## config.mk

```make
export PLATFORM = sky130hd
export DESIGN_NAME = read_ptr_empty_ble_flat
export DESIGN_NICKNAME = d
export VERILOG_FILES = /design/src/rtl/read_ptr_empty_ble_if.sv /design/src/rtl/read_ptr_empty_ble.sv /design/src/flat_wrapper.sv
export SDC_FILE = /design/constraint.sdc
export NUM_CORES = 1
export LEC_CHECK = 0
export BUFFER_PORTS_ARGS = -buffer_cell sky130_fd_sc_hd__buf_2
export CORE_MARGIN = 4
export CORE_UTILIZATION = 54
export CTS_BUF_LIST = sky130_fd_sc_hd__clkbuf_8
export DETAILED_ROUTE_END_ITERATION = 8
export GPL_TIMING_DRIVEN = 0
export PLACE_DENSITY = 0.81
export RECOVER_POWER = 25
export SYNTH_ARGS = -nofsm -noshare
export SYNTH_HDL_FRONTEND = slang
export SYNTH_SLANG_ARGS = --single-unit
```

## constraint.sdc

```tcl
create_clock -name R_CLK -period 2.9 [get_ports R_CLK]
set_clock_uncertainty 0.05 [all_clocks]
set_input_delay 0.29 -clock R_CLK [delete_from_list [all_inputs] [get_ports R_CLK]]
set_output_delay 0.29 -clock R_CLK [all_outputs]
set_load 0.01 [all_outputs]
```

## src/rtl/read_ptr_empty_ble_if.sv

```systemverilog
// rtl/read_ptr_empty_ble_if.sv - read-side FIFO pointer bundle between consumer and pointer logic
interface read_ptr_empty_ble_if #(
   parameter int ADDR_WIDTH = 4
);
   logic                  R_inc;
   logic [ADDR_WIDTH:0]   Rq2_wptr;
   logic                  R_underflow_clr;
   logic [ADDR_WIDTH-1:0] R_addr;
   logic [ADDR_WIDTH:0]   R_ptr;
   logic                  R_empty;
   logic                  R_almost_empty;
   logic [ADDR_WIDTH:0]   R_level;
   logic                  R_valid;
   logic                  R_underflow;

   modport master (
      output R_inc, Rq2_wptr, R_underflow_clr,
      input  R_addr, R_ptr, R_empty, R_almost_empty, R_level, R_valid, R_underflow
   );

   modport slave (
      input  R_inc, Rq2_wptr, R_underflow_clr,
      output R_addr, R_ptr, R_empty, R_almost_empty, R_level, R_valid, R_underflow
   );
endinterface

```

## src/rtl/read_ptr_empty_ble.sv

```systemverilog
// rtl/read_ptr_empty_ble.sv - async FIFO read pointer, empty/almost-empty, level and underflow
module read_ptr_empty_ble #(
   parameter int ADDR_WIDTH = 4,
   parameter int AE_THRESH  = 2
) (
   input  logic                 R_CLK,
   input  logic                 R_rst,
   read_ptr_empty_ble_if.slave  bus
);
   localparam logic [ADDR_WIDTH:0] AE_T = (ADDR_WIDTH+1)'(AE_THRESH);

   logic [ADDR_WIDTH:0] rbin;
   logic [ADDR_WIDTH:0] rgray;
   logic [ADDR_WIDTH:0] rbin_next;
   logic [ADDR_WIDTH:0] rgray_next;
   logic [ADDR_WIDTH:0] wbin;
   logic [ADDR_WIDTH:0] level_next;
   logic [ADDR_WIDTH:0] level;
   logic                empty;
   logic                almost_empty;
   logic                valid;
   logic                underflow;
   logic                rd_ok;

   assign rd_ok      = bus.R_inc & ~empty;
   assign rbin_next  = rbin + {{ADDR_WIDTH{1'b0}}, rd_ok};
   assign rgray_next = rbin_next ^ (rbin_next >> 1);

   // Gray-to-binary: each bit is the XOR of itself and every higher Gray bit.
   always_comb begin
      wbin = '0;
      for (int i = 0; i <= ADDR_WIDTH; i++) begin
         wbin[i] = ^(bus.Rq2_wptr >> i);
      end
   end

   assign level_next = wbin - rbin_next;

   always_ff @(posedge R_CLK or posedge R_rst) begin
      if (R_rst) begin
         rbin         <= '0;
         rgray        <= '0;
         level        <= '0;
         empty        <= 1'b1;
         almost_empty <= 1'b1;
         valid        <= 1'b0;
         underflow    <= 1'b0;
      end else begin
         rbin         <= rbin_next;
         rgray        <= rgray_next;
         level        <= level_next;
         // Full-width compare keeps a full FIFO (MSB differs) from looking empty.
         empty        <= (rgray_next == bus.Rq2_wptr);
         almost_empty <= (level_next <= AE_T);
         valid        <= rd_ok;
         if (bus.R_inc & empty) begin
            underflow <= 1'b1;
         end else if (bus.R_underflow_clr) begin
            underflow <= 1'b0;
         end
      end
   end

   assign bus.R_addr         = rbin[ADDR_WIDTH-1:0];
   assign bus.R_ptr          = rgray;
   assign bus.R_empty        = empty;
   assign bus.R_almost_empty = almost_empty;
   assign bus.R_level        = level;
   assign bus.R_valid        = valid;
   assign bus.R_underflow    = underflow;
endmodule

```

## src/flat_wrapper.sv

```systemverilog
// flat-port wrapper written by rule: the top's interface ports become plain ports
module read_ptr_empty_ble_flat 
#(
   parameter int ADDR_WIDTH = 4,
   parameter int AE_THRESH  = 2
)
  (R_CLK, R_rst, bus_R_inc, bus_Rq2_wptr, bus_R_underflow_clr, bus_R_addr, bus_R_ptr, bus_R_empty, bus_R_almost_empty, bus_R_level, bus_R_valid, bus_R_underflow);
  read_ptr_empty_ble_if #(.ADDR_WIDTH(ADDR_WIDTH)) bus_i ();
  input  logic R_CLK;
  input  logic R_rst;
  input wire logic [$bits(bus_i.R_inc)-1:0] bus_R_inc;
  input wire logic [$bits(bus_i.Rq2_wptr)-1:0] bus_Rq2_wptr;
  input wire logic [$bits(bus_i.R_underflow_clr)-1:0] bus_R_underflow_clr;
  output wire logic [$bits(bus_i.R_addr)-1:0] bus_R_addr;
  output wire logic [$bits(bus_i.R_ptr)-1:0] bus_R_ptr;
  output wire logic [$bits(bus_i.R_empty)-1:0] bus_R_empty;
  output wire logic [$bits(bus_i.R_almost_empty)-1:0] bus_R_almost_empty;
  output wire logic [$bits(bus_i.R_level)-1:0] bus_R_level;
  output wire logic [$bits(bus_i.R_valid)-1:0] bus_R_valid;
  output wire logic [$bits(bus_i.R_underflow)-1:0] bus_R_underflow;
  assign bus_i.R_inc = bus_R_inc;
  assign bus_i.Rq2_wptr = bus_Rq2_wptr;
  assign bus_i.R_underflow_clr = bus_R_underflow_clr;
  assign bus_R_addr = bus_i.R_addr;
  assign bus_R_ptr = bus_i.R_ptr;
  assign bus_R_empty = bus_i.R_empty;
  assign bus_R_almost_empty = bus_i.R_almost_empty;
  assign bus_R_level = bus_i.R_level;
  assign bus_R_valid = bus_i.R_valid;
  assign bus_R_underflow = bus_i.R_underflow;
  read_ptr_empty_ble #(.ADDR_WIDTH(ADDR_WIDTH), .AE_THRESH(AE_THRESH)) u_core (.R_CLK(R_CLK), .R_rst(R_rst), .bus(bus_i));
endmodule
```

==> impl_results.md, run 1 <==
- Status: completed
- Max-Cap Viols: 0
- Buf/Inv on CP: 2
- Mapped Cells: 86
- Final period util: 92.8%
- Max VDD drop: 0.749 mV
- Fraction of registers with async set/reset: 100%
- Number of buffers created by CTS: 3
- Post-synth EDFFs: 0
- Slew Limit Fails: 0
- Fmax: 371 MHz
- Vias in the first global route: 778
- Largest net degree at the start of global routing: 19
- First-pass GRT wire length: 3520 um
- Number of fill cells: 154
- Seq/Total Area, Yosys: 43.9%
- Required time worst endpoint: 3020 ps
- WP data arrival: 2820 ps
- Initial antenna violation count: 0
- CP endpoint kind: flip-flop
- Critical-path top delay cell: dfstp_2
- Synth Flop Type: dfrtp_1
- Initial Utilization: 58.5%
- Global-route usage over all layers: 18.3%
- ANT nets after route: 0
- Worst setup SP type: flip-flop
- Clk sinks: 18
- Distinct cell type count after synthesis: 37
- Via density per instance: 5.23
- Register area: 453 um2
- Layout cells sized above 1: 39.8%
- Crit path largest cell delay: 540 ps
- Clk_lat worst skew: 250 ps
- Grt ovf: 0
- Syn Area/Cell: 12.0 um2
- CP max FO: 4
- HP Class: in -> async
- Headroom to the max-slew limit: 56.1%
- DRC viols: 0
- Hold-fix buffers, CTS: 0
- Commonest non-fill, non-tap cells in the layout: buf_2, dfrtp_1, inv_1, xor2_1
- Core footprint: 0.00176 mm2
- CP dominant cell by count: ha_1
- CTS tree: yes
- Crit-path cells: nor2b_1, ha_1, ha_1, xor2_4, inv_1, ha_1, a21boi_0, inv_1, a221oi_2, o2111ai_1, nor3_2
- Count of final setup violators: 0
- Top cell type by total area after synthesis: dfrtp_1
- Ant. Diodes: 0
- Synthesized Nets: 100
- Final Wtd Congestion: 0.883
- Kind of critical path: reg -> reg
- DRT iter0 DRCs: 10
- Clock transition at path regs: 70 ps
- Multi-input logic area: 553 um2
- Wire per inst: 14.3 um
- Layout area overhead: 23.9%
- Die area: 0.00267 mm2
- Count of standard-cell rows: 15
- Stages on worst setup path: 11
- Hold Vio Cnt, Final: 0
- Min Tclk post-route: 2690 ps
- Final HPWL DP: 1640 um
- Worst-margin pin slew: 658 ps
- Setup_tns: 0 ps
- RSZ-0062 raised after global routing: false
- Final Net Count: 133
- Tot Pwr: 1.73 mW
- Worst setup margin: 208 ps
- Most common cell after layout, fill and taps aside: buf_2
- Die W: 51.7 um
- Die H: 51.7 um
- Dpl cells: 137
- Yosys reg bits: 18
- Leak: 0.629 nW
- Critical path's top delay family: adder cells
- Finished Layout Cells: 143
- Reg2Reg Depth: 11
- Ports: 27
- Max clock buf depth: 2
- Top cells by area, synth: dfrtp_1, xor2_1, ha_1, dfstp_2, inv_1
- Vias: 748
- Clock root buffer: clkbuf_8
- Pre-CTS WS: 68.4 ps
- CTS H-Tree Depth: 1
- Drt first pass iters: 4
- PwrDens: 1350 mW/mm2
- Post-synthesis cell area: 0.00103 mm2
- WL final: 2050 um
- Synth warn: 0
- Port bufs: 26
- Post-synth top area share: 38.8%
sequential cells by signal, summed over array words and instances (netlist names):
register                   count
u_core.bus.R_level             5
u_core.bus.R_valid             1
u_core.bus.R_underflow         1
u_core.rbin                    5
u_core.bus.R_almost_empty      1
u_core.bus.R_empty             1
u_core.bus.R_ptr               4
repair_timing:
item                                   in CTS  in global routing
setup endpoints to repair                   0                  2
endpoints found under the hold margin       0                  0
resized for setup                           0                  1
setup buffers                               0                  3
layer usage:
metal / track usage (%) / vias to the layer above / part of all wire (%)
met3: 2.01 / 2 / 4.0
met5: 0 / - / 0
li1: - / 356 / -
met4: 6.55 / 0 / 1.1
met1: 21.1 / 372 / 41
met2: 34.3 / 18 / 54
synth_stat cells (2+ instances only):
| cell type | n |
|---|---|
| ha_1 | 5 |
| xnor2_1 | 3 |
| xor2_2 | 2 |
| nor3b_1 | 2 |
| xor2_1 | 9 |
| xnor2_2 | 2 |
| dfstp_2 | 2 |
| nor2_1 | 4 |
| nand2_1 | 5 |
| nand3_1 | 2 |
| inv_1 | 9 |
| dfrtp_1 | 16 |
path summary, 6_finish.rpt:
| check | slack (ps) | endpoint | startpoint |
|---|---|---|---|
| max | 210 | u_core.bus.R_almost_empty$_DFF_PP1_ | u_core.bus.R_empty$_DFF_PP1_ |
| max in group asynchronous | 2310 | u_core.rbin[4]$_DFF_PP0_ | R_rst |
| min | 80 | u_core.bus.R_ptr[1]$_DFF_PP0_ | R_rst |
| max reg2reg | 210 | u_core.bus.R_almost_empty$_DFF_PP1_ | u_core.bus.R_empty$_DFF_PP1_ |
| min reg2reg | 500 | u_core.bus.R_underflow$_DFFE_PP0P_ | u_core.bus.R_empty$_DFF_PP1_ |
| min in group R_CLK | 200 | u_core.bus.R_underflow$_DFFE_PP0P_ | bus_R_underflow_clr |
per-stage QoR:
| stage | util, % | instance area (um2) | hold WS, ps |
|---|---|---|---|
| 2_1_floorplan | - | 1030 | 177 |
| 4_1_cts | 70.8 | 1250 | 94.4 |
| 3_3_place_gp | 67.7 | 1190 | 340 |
| 3_5_place_dp | 67.7 | 1190 | 361 |
| 5_1_grt | 72.5 | 1280 | 152 |
| 6_report | 72.5 | 1280 | 75.4 |
cells by family after synthesis:
kind of cell	share of synthesized area (%)
adder cells (fa/ha/maj)	6.06
flip-flops	43.9
XOR/XNOR	23.6
AND/OR/NAND/NOR	11.4
buffers and inverters	3.64
AO/OA/AOI/OAI	11.4
where the power goes:
part           switching (mW)  leakage [nW]  internal (mW)
Combinational           0.601         0.390          0.469
Clock                  0.0812        0.0288          0.120
Sequential             0.0698         0.211          0.385
Total                   0.752         0.629          0.975
final cells by class:
| type | count | area share (%) |
|---|---|---|
| Clock buffer | 4 | 4.31 |
| Inverter | 9 | 2.64 |
| Sequential cell | 18 | 35.4 |
| Timing Repair Buffer | 29 | 11.9 |
| Multi-Input combinational cell | 58 | 43.2 |
| Tap cell | 25 | 2.45 |
(Power assumes the default switching activity.)
==> inputs of run 2 (changes only) <==
--- a/config.mk
+++ b/config.mk
@@ -5,12 +5,14 @@
 export SDC_FILE = /design/constraint.sdc
 export NUM_CORES = 1
 export LEC_CHECK = 0
+export ABC_AREA = 1
 export BUFFER_PORTS_ARGS = -buffer_cell sky130_fd_sc_hd__buf_2
 export CORE_MARGIN = 4
 export CORE_UTILIZATION = 54
 export CTS_BUF_LIST = sky130_fd_sc_hd__clkbuf_8
 export DETAILED_ROUTE_END_ITERATION = 8
 export GPL_TIMING_DRIVEN = 0
+export HOLD_SLACK_MARGIN = 0.03
 export PLACE_DENSITY = 0.81
 export RECOVER_POWER = 25
 export SYNTH_ARGS = -nofsm -noshare
==> run 2 against run 1 <==
Against the previous run: die area increased by 1.3%; global-route usage decreased by 1.2 points; count of clock-buffer cells in the layout unchanged; combinational power decreased by 14%; fmax increased by 13%; sequential share of layout area increased by 0.39 points; highest routed layer unchanged.
==> impl_results.md, run 2 <==
- Synth cell count leaders: nand2_1, inv_1, dfrtp_1
- Die W: 52.1 um (+0.67%)
- Yosys reg bits: 18 (unchanged)
- Fraction of registers with async set/reset: 100% (unchanged)
- Clk sinks: 18 (unchanged)
- Initial antenna violation count: 0 (unchanged)
- Drt first pass iters: 4 (unchanged)
- Wire per inst: 11.2 um (-22%)
- Final HPWL DP: 1680 um (+2.4%)
- Layout cells sized above 1: 31.6% (-8.2 points)
- Leak: 0.723 nW (+15%)
- R2R setup slack: 510 ps (+300 ps)
- Synth Area in Compound Gates: 0.955% (-10 points)
- Most common cell after layout, fill and taps aside: nand2_1
- Hold-fix buffers, CTS: 0 (unchanged)
- Syn Area/Cell: 8.39 um2 (-30%)
- Synthesized Nets: 139 (+39%)
- Max clock buf depth: 2 (unchanged)
- Grt ovf: 0 (unchanged)
- FF-to-FF Start: u_core.bus.R_empty$_DFF_PP1_
- Top cell type by total area after synthesis: dfrtp_1
- Status: completed
- Setup_tns: 0 ps (unchanged)
- Largest family of logic cells by synthesized area: simple AND/OR/NAND/NOR gates
- HP Class: in -> async
- RSZ-0062 raised after global routing: false
- Commonest non-fill, non-tap cells in the layout: nand2_1, buf_2, inv_1, dfrtp_1, nand3_1
- WP data arrival: 2530 ps (-290 ps)
- CP max FO: 5 (+1)
- Simple-gate area share of the yosys netlist: 30.4% (+19 points)
- Synth warn: 0 (unchanged)
- DRC viols: 0 (unchanged)
- Post-synthesis cell area: 0.00105 mm2 (+1.6%)
- Global-route usage over all layers: 17.1% (-1.2 points)
- Mapped Cells: 125 (+45%)
- Synth Flop Type: dfrtp_1
- Reg2Reg Depth: 15 (+4)
- Top cells by area, synth: dfrtp_1, nand2_1, xor2_1, inv_1, ha_1
- Switching power: 0.697 mW (-7.3%)
- Distinct cell type count after synthesis: 20 (-46%)
- Switching Share: 44.7% (+1.1 points)
- Max VDD drop: 0.584 mV (-22%)
- Headroom to the max-slew limit: 57.2% (+1.1 points)
- Worst-margin pin slew: 641 ps (-16.5 ps)
- DP Area: 0.00121 mm2 (+1.4%)
- Largest net degree at the start of global routing: 19 (unchanged)
- Clk_lat worst skew: 240 ps (about the same)
- PwrDens: 1230 mW/mm2 (-8.6%)
- Kind of critical path: reg -> reg
- Hold Vio Cnt, Final: 0 (unchanged)
- Final Wtd Congestion: 0.824 (-6.7%)
- Fmax: 418 MHz (+13%)
- Clock transition at path regs: 60 ps (about the same)
- Vias: 849 (+14%)
- Number of setup buffers added after CTS: 0 (unchanged)
- Synthesized-area fraction occupied by adder cells: 5.97% (-0.094 points)
- Ant. Diodes: 0 (unchanged)
- Worst setup SP type: flip-flop
- Slew Limit Fails: 0 (unchanged)
- Final Net Count: 170 (+28%)
- Cell with the most instances after synthesis: nand2_1
- Clock Power Share: 12.5% (+0.8 points)
- Max-Cap Viols: 0 (unchanged)
- Sequential share of power: 28.7% (+2.4 points)
- Finished Cell Area: 0.00126 mm2 (-1.1%)
- Reg2reg end: u_core.bus.R_almost_empty$_DFF_PP1_
- Internal: 0.864 mW (-11%)
- Post-CTS sizing: 0 (unchanged)
- Via density per instance: 4.72 (-9.8%)
- Final period util: 82.4% (-10 points)
- CTS tree: yes
- First-pass GRT wire length: 3440 um (-2.4%)
- WL final: 2020 um (-1.4%)
- DRT iter0 DRCs: 10 (unchanged)
- Post-synth top area share: 38.2% (-0.60 points)
- Port bufs: 26 (unchanged)
- Seq/Total Area, Yosys: 43.2% (-0.68 points)
- Die area: 0.00271 mm2 (+1.3%)
- Initial Utilization: 58.8% (+0.30 points)
- Required time worst endpoint: 3040 ps (+20 ps)
- Die H: 52.1 um (+0.67%)
- Comb power frac: 58.9% (-3.1 points)
- Clock root buffer: clkbuf_8
- Core footprint: 0.00178 mm2 (+1.1%)
- Layout area overhead: 20.6%
- Vias in the first global route: 821 (+5.5%)
- CP endpoint kind: flip-flop
- Post-synth EDFFs: 0 (unchanged)
- Min Tclk post-route: 2390 ps (-302 ps)
- Ports: 27 (unchanged)
- Number of buffers created by CTS: 3 (unchanged)
- Mux contribution to synthesized area: 0% (unchanged)
- Xor and xnor area share after synthesis: 11.7% (-12 points)
- Count of standard-cell rows: 15 (unchanged)
- Count of final setup violators: 0 (unchanged)
- ANT nets after route: 0 (unchanged)
- CTS H-Tree Depth: 1 (unchanged)
## run 2: final cells by class
type                    instances  area (um2)
flip-flops and latches         18         453
well taps                      25        31.3
inverters                      21        81.3
fillers                       140         518
clock buffers                   4        55.1
multi-input cells              86         514
repair buffers                 26         130
## run 2: metal layers
metal / GRT usage (%) / routed length (um) / vias up
met2: 29.9 / 1060 / 18
met4: 6.55 / 17 / 0
li1: - / - / 443
met5: 0 / 0 / -
met3: 2.58 / 94 / 2
met1: 20.8 / 847 / 386
## run 2: power groups by stage
stage                     sequential, mW  combinational, mW  clock [mW]
after floorplan                    0.516              0.603           0
after global placement             0.444              0.888           0
after detailed placement           0.453              0.918           0
after CTS                          0.449              0.932       0.200
after global routing               0.463               1.03       0.214
final                              0.448              0.919       0.194
## run 2: kinds of logic after synthesis
family | Yosys count
AO/OA/AOI/OAI | 2
XOR/XNOR | 11
adder cells (fa/ha/maj) | 5
buffers and inverters | 21
flip-flops | 18
AND/OR/NAND/NOR | 68
## run 2: metrics by stage
stage	utilization [%]	hold WS, ps	cells	worst slack (ps)	total power [mW]
final	70.9	69.8	180	510	1.56
after global routing	70.9	137	180	307	1.71
after CTS	70.9	84.5	180	486	1.58
after detailed placement	67.9	354	176	511	1.37
after global placement	67.9	340	176	598	1.33
after floorplan	-	177	125	724	1.12
## run 2: worst max path at each step
stage                                                endpoint  depth (start not counted)  slack (ps)                         start
after global placement    u_core.bus.R_almost_empty$_DFF_PP1_                         15         600  u_core.bus.R_empty$_DFF_PP1_
after CTS                 u_core.bus.R_almost_empty$_DFF_PP1_                         15         490  u_core.bus.R_empty$_DFF_PP1_
final                     u_core.bus.R_almost_empty$_DFF_PP1_                         15         510  u_core.bus.R_empty$_DFF_PP1_
after global routing      u_core.bus.R_almost_empty$_DFF_PP1_                         15         310  u_core.bus.R_empty$_DFF_PP1_
after floorplan           u_core.bus.R_almost_empty$_DFF_PP1_                         15         720  u_core.bus.R_empty$_DFF_PP1_
after detailed placement  u_core.bus.R_almost_empty$_DFF_PP1_                         15         510  u_core.bus.R_empty$_DFF_PP1_
## run 2: worst max-delay path: stages (launching register included)
cell	delay, ps
dfstp_2	530
nor2_1	60
ha_1	210
ha_1	340
inv_1	120
nand3_2	130
nand2_1	90
inv_1	40
ha_1	170
inv_1	90
nand2_1	90
nand2_1	60
nand2_1	70
nor2_1	100
nand3_1	90
nor2_2	80
==> inputs of run 3 (changes only) <==
==> constraint.sdc (replaced) <==
create_clock -name R_CLK -period 2.5 [get_ports R_CLK]
set_clock_uncertainty 0.05 [all_clocks]
set_input_delay 0.25 -clock R_CLK [delete_from_list [all_inputs] [get_ports R_CLK]]
set_output_delay 0.25 -clock R_CLK [all_outputs]
set_load 0.01 [all_outputs]
==> run 3 against run 2 <==
Against the previous run: final cell count unchanged; utilization up 0.70 points; hold slack worse by 47 ps; largest cell class unchanged; highest routed layer unchanged.
==> impl_results.md, run 3 (synthesized netlist as in run 2, its figures left out) <==
- Die area: 0.00271 mm2 (unchanged)
- Layout area overhead: 21.8%
- Port bufs: 26 (unchanged)
- Initial Utilization: 58.8% (unchanged)
- Number of buffers created by CTS: 3 (unchanged)
- R2R setup slack: 180 ps (-330 ps)
- Setup_tns: 0 ps (unchanged)
- Max clock buf depth: 2 (unchanged)
- Kind of critical path: reg -> reg
- Wire per inst: 11.9 um (+5.9%)
- DRT iter0 DRCs: 12 (+2)
- Drt first pass iters: 4 (unchanged)
- First-pass GRT wire length: 3440 um (unchanged)
- CTS tree: yes
- Count of standard-cell rows: 15 (unchanged)
- Vias: 847 (-0.24%)
- Layout cells sized above 1: 32.3% (+0.65 points)
- Worst-margin pin slew: 628 ps (-13.3 ps)
- Finished Layout Cells: 180 (unchanged)
- Reg2reg end: u_core.bus.R_almost_empty$_DFF_PP1_
- Vias in the first global route: 821 (unchanged)
- Final Net Count: 170 (unchanged)
- CP endpoint kind: flip-flop
- DRC viols: 0 (unchanged)
- Critical path's top delay family: simple AND/OR/NAND/NOR gates
- Die H: 52.1 um (unchanged)
- Max-Cap Viols: 0 (unchanged)
- Number of fill cells: 134 (-4.3%)
- Critical-path top delay cell: dfstp_2
- Fmax: 431 MHz (+3.1%)
- DP Area: 0.00121 mm2 (unchanged)
- CP max FO: 5 (unchanged)
- Worst setup SP type: flip-flop
- RSZ-0062 raised after global routing: false
- Dpl cells: 176 (unchanged)
- Ant. Diodes: 0 (unchanged)
- Hold Vio Cnt, Final: 0 (unchanged)
- Min Tclk post-route: 2320 ps (-72.0 ps)
- Buf/Inv on CP: 3 (unchanged)
- Leak: 0.722 nW (about the same)
- Status: completed
- Slew Limit Fails: 0 (unchanged)
- Clock root buffer: clkbuf_8
- Final period util: 92.7% (+10 points)
- WP data arrival: 2460 ps (-70 ps)
- Clk_lat worst skew: 250 ps (about the same)
- Core footprint: 0.00178 mm2 (unchanged)
- Max VDD drop: 0.684 mV (+17%)
- Count of final setup violators: 0 (unchanged)
- Crit-path cells: nor2_1, ha_1, ha_4, inv_1, nand3_2, nand2_1, inv_1, ha_1, inv_1, nand2_1, nand2_1, nand2_1, nor2_1, nand3_1, nor2_2
- Post-layout util: 71.6% (+0.70 points)
- Hold-fix buffers, CTS: 0 (unchanged)
- Register area: 453 um2 (unchanged)
- HP Class: in -> async
- Final HPWL DP: 1680 um (unchanged)
- PwrDens: 1450 mW/mm2 (+18%)
- Required time worst endpoint: 2640 ps (-400 ps)
- Finished Cell Area: 0.00128 mm2 (+0.99%)
- Die W: 52.1 um (unchanged)
- Commonest non-fill, non-tap cells in the layout: nand2_1, buf_2, inv_1, dfrtp_1, nand3_1
- Largest net degree at the start of global routing: 19 (unchanged)
- Initial antenna violation count: 0 (unchanged)
- Multi-input logic area: 527 um2 (+2.4%)
- Reg2Reg Depth: 15 (unchanged)
- Global-route usage over all layers: 17.1% (unchanged)
- Grt ovf: 0 (unchanged)
- ANT nets after route: 0 (unchanged)
- CP dominant cell by count: nand2_1
- CTS H-Tree Depth: 1 (unchanged)
- Final Wtd Congestion: 0.824 (unchanged)
- Most common cell after layout, fill and taps aside: nand2_1
- Clock transition at path regs: 70 ps (about the same)
- Headroom to the max-slew limit: 58.1% (+0.89 points)
- Clk sinks: 18 (unchanged)
- Crit path largest cell delay: 530 ps (about the same)
- Via density per instance: 4.71 (-0.24%)
- WL final: 2140 um (+5.9%)
- FF-to-FF Start: u_core.bus.R_empty$_DFF_PP1_
- Ports: 27 (unchanged)
[run 3: cell types whose count changed in the layout (fill, tap and decap cells not counted)]
| cell | previous run | this run |
|---|---|---|
| ha_1 | 5 | 4 |
| ha_4 | 0 | 1 |
[run 3: worst max-delay path by stage]
stage / from / to / cells past startpoint
5_1_grt: u_core.bus.R_empty$_DFF_PP1_ / u_core.bus.R_almost_empty$_DFF_PP1_ / 15
4_1_cts: u_core.bus.R_empty$_DFF_PP1_ / u_core.bus.R_almost_empty$_DFF_PP1_ / 15
6_report: u_core.bus.R_empty$_DFF_PP1_ / u_core.bus.R_almost_empty$_DFF_PP1_ / 15
3_3_place_gp: u_core.bus.R_empty$_DFF_PP1_ / u_core.bus.R_almost_empty$_DFF_PP1_ / 15
3_5_place_dp: u_core.bus.R_empty$_DFF_PP1_ / u_core.bus.R_almost_empty$_DFF_PP1_ / 15
2_1_floorplan: u_core.bus.R_empty$_DFF_PP1_ / u_core.bus.R_almost_empty$_DFF_PP1_ / 15
[run 3: layer usage]
layer	up-vias	part of all wire, %	wire [um]	GRT usage (%)
met4	0	0.79	17	6.55
met1	381	41	888	20.8
met3	2	4.1	88	2.58
met5	-	0	0	0
met2	20	54	1150	29.9
li1	444	-	-	-
[run 3: through the flow]
stage / hold WS (ps) / total power [mW] / setup WS (ps)
global placement: 300 / 1.54 / 198
CTS: 44.5 / 1.83 / 86.2
global route: 95.8 / 2.02 / 3.95
floorplan: 137 / 1.30 / 324
detailed placement: 314 / 1.59 / 111
finish: 22.4 / 1.85 / 182
[run 3: report_power, final]
group | internal (mW) | switching (mW)
clock | 0.140 | 0.0876
combinational | 0.436 | 0.661
sequential | 0.448 | 0.0812
[run 3: layout make-up]
| type | count | area share [%] |
|---|---|---|
| Tap cell | 25 | 2.45 |
| Inverter | 21 | 6.37 |
| Sequential cell | 18 | 35.5 |
| Timing Repair Buffer | 26 | 10.2 |
| Clock buffer | 4 | 4.31 |
| Multi-Input combinational cell | 86 | 41.2 |
[run 3: repair_timing]
action,CTS,global route
gates resized for setup,0,1
endpoints found under the setup margin,0,2
setup buffers,0,0
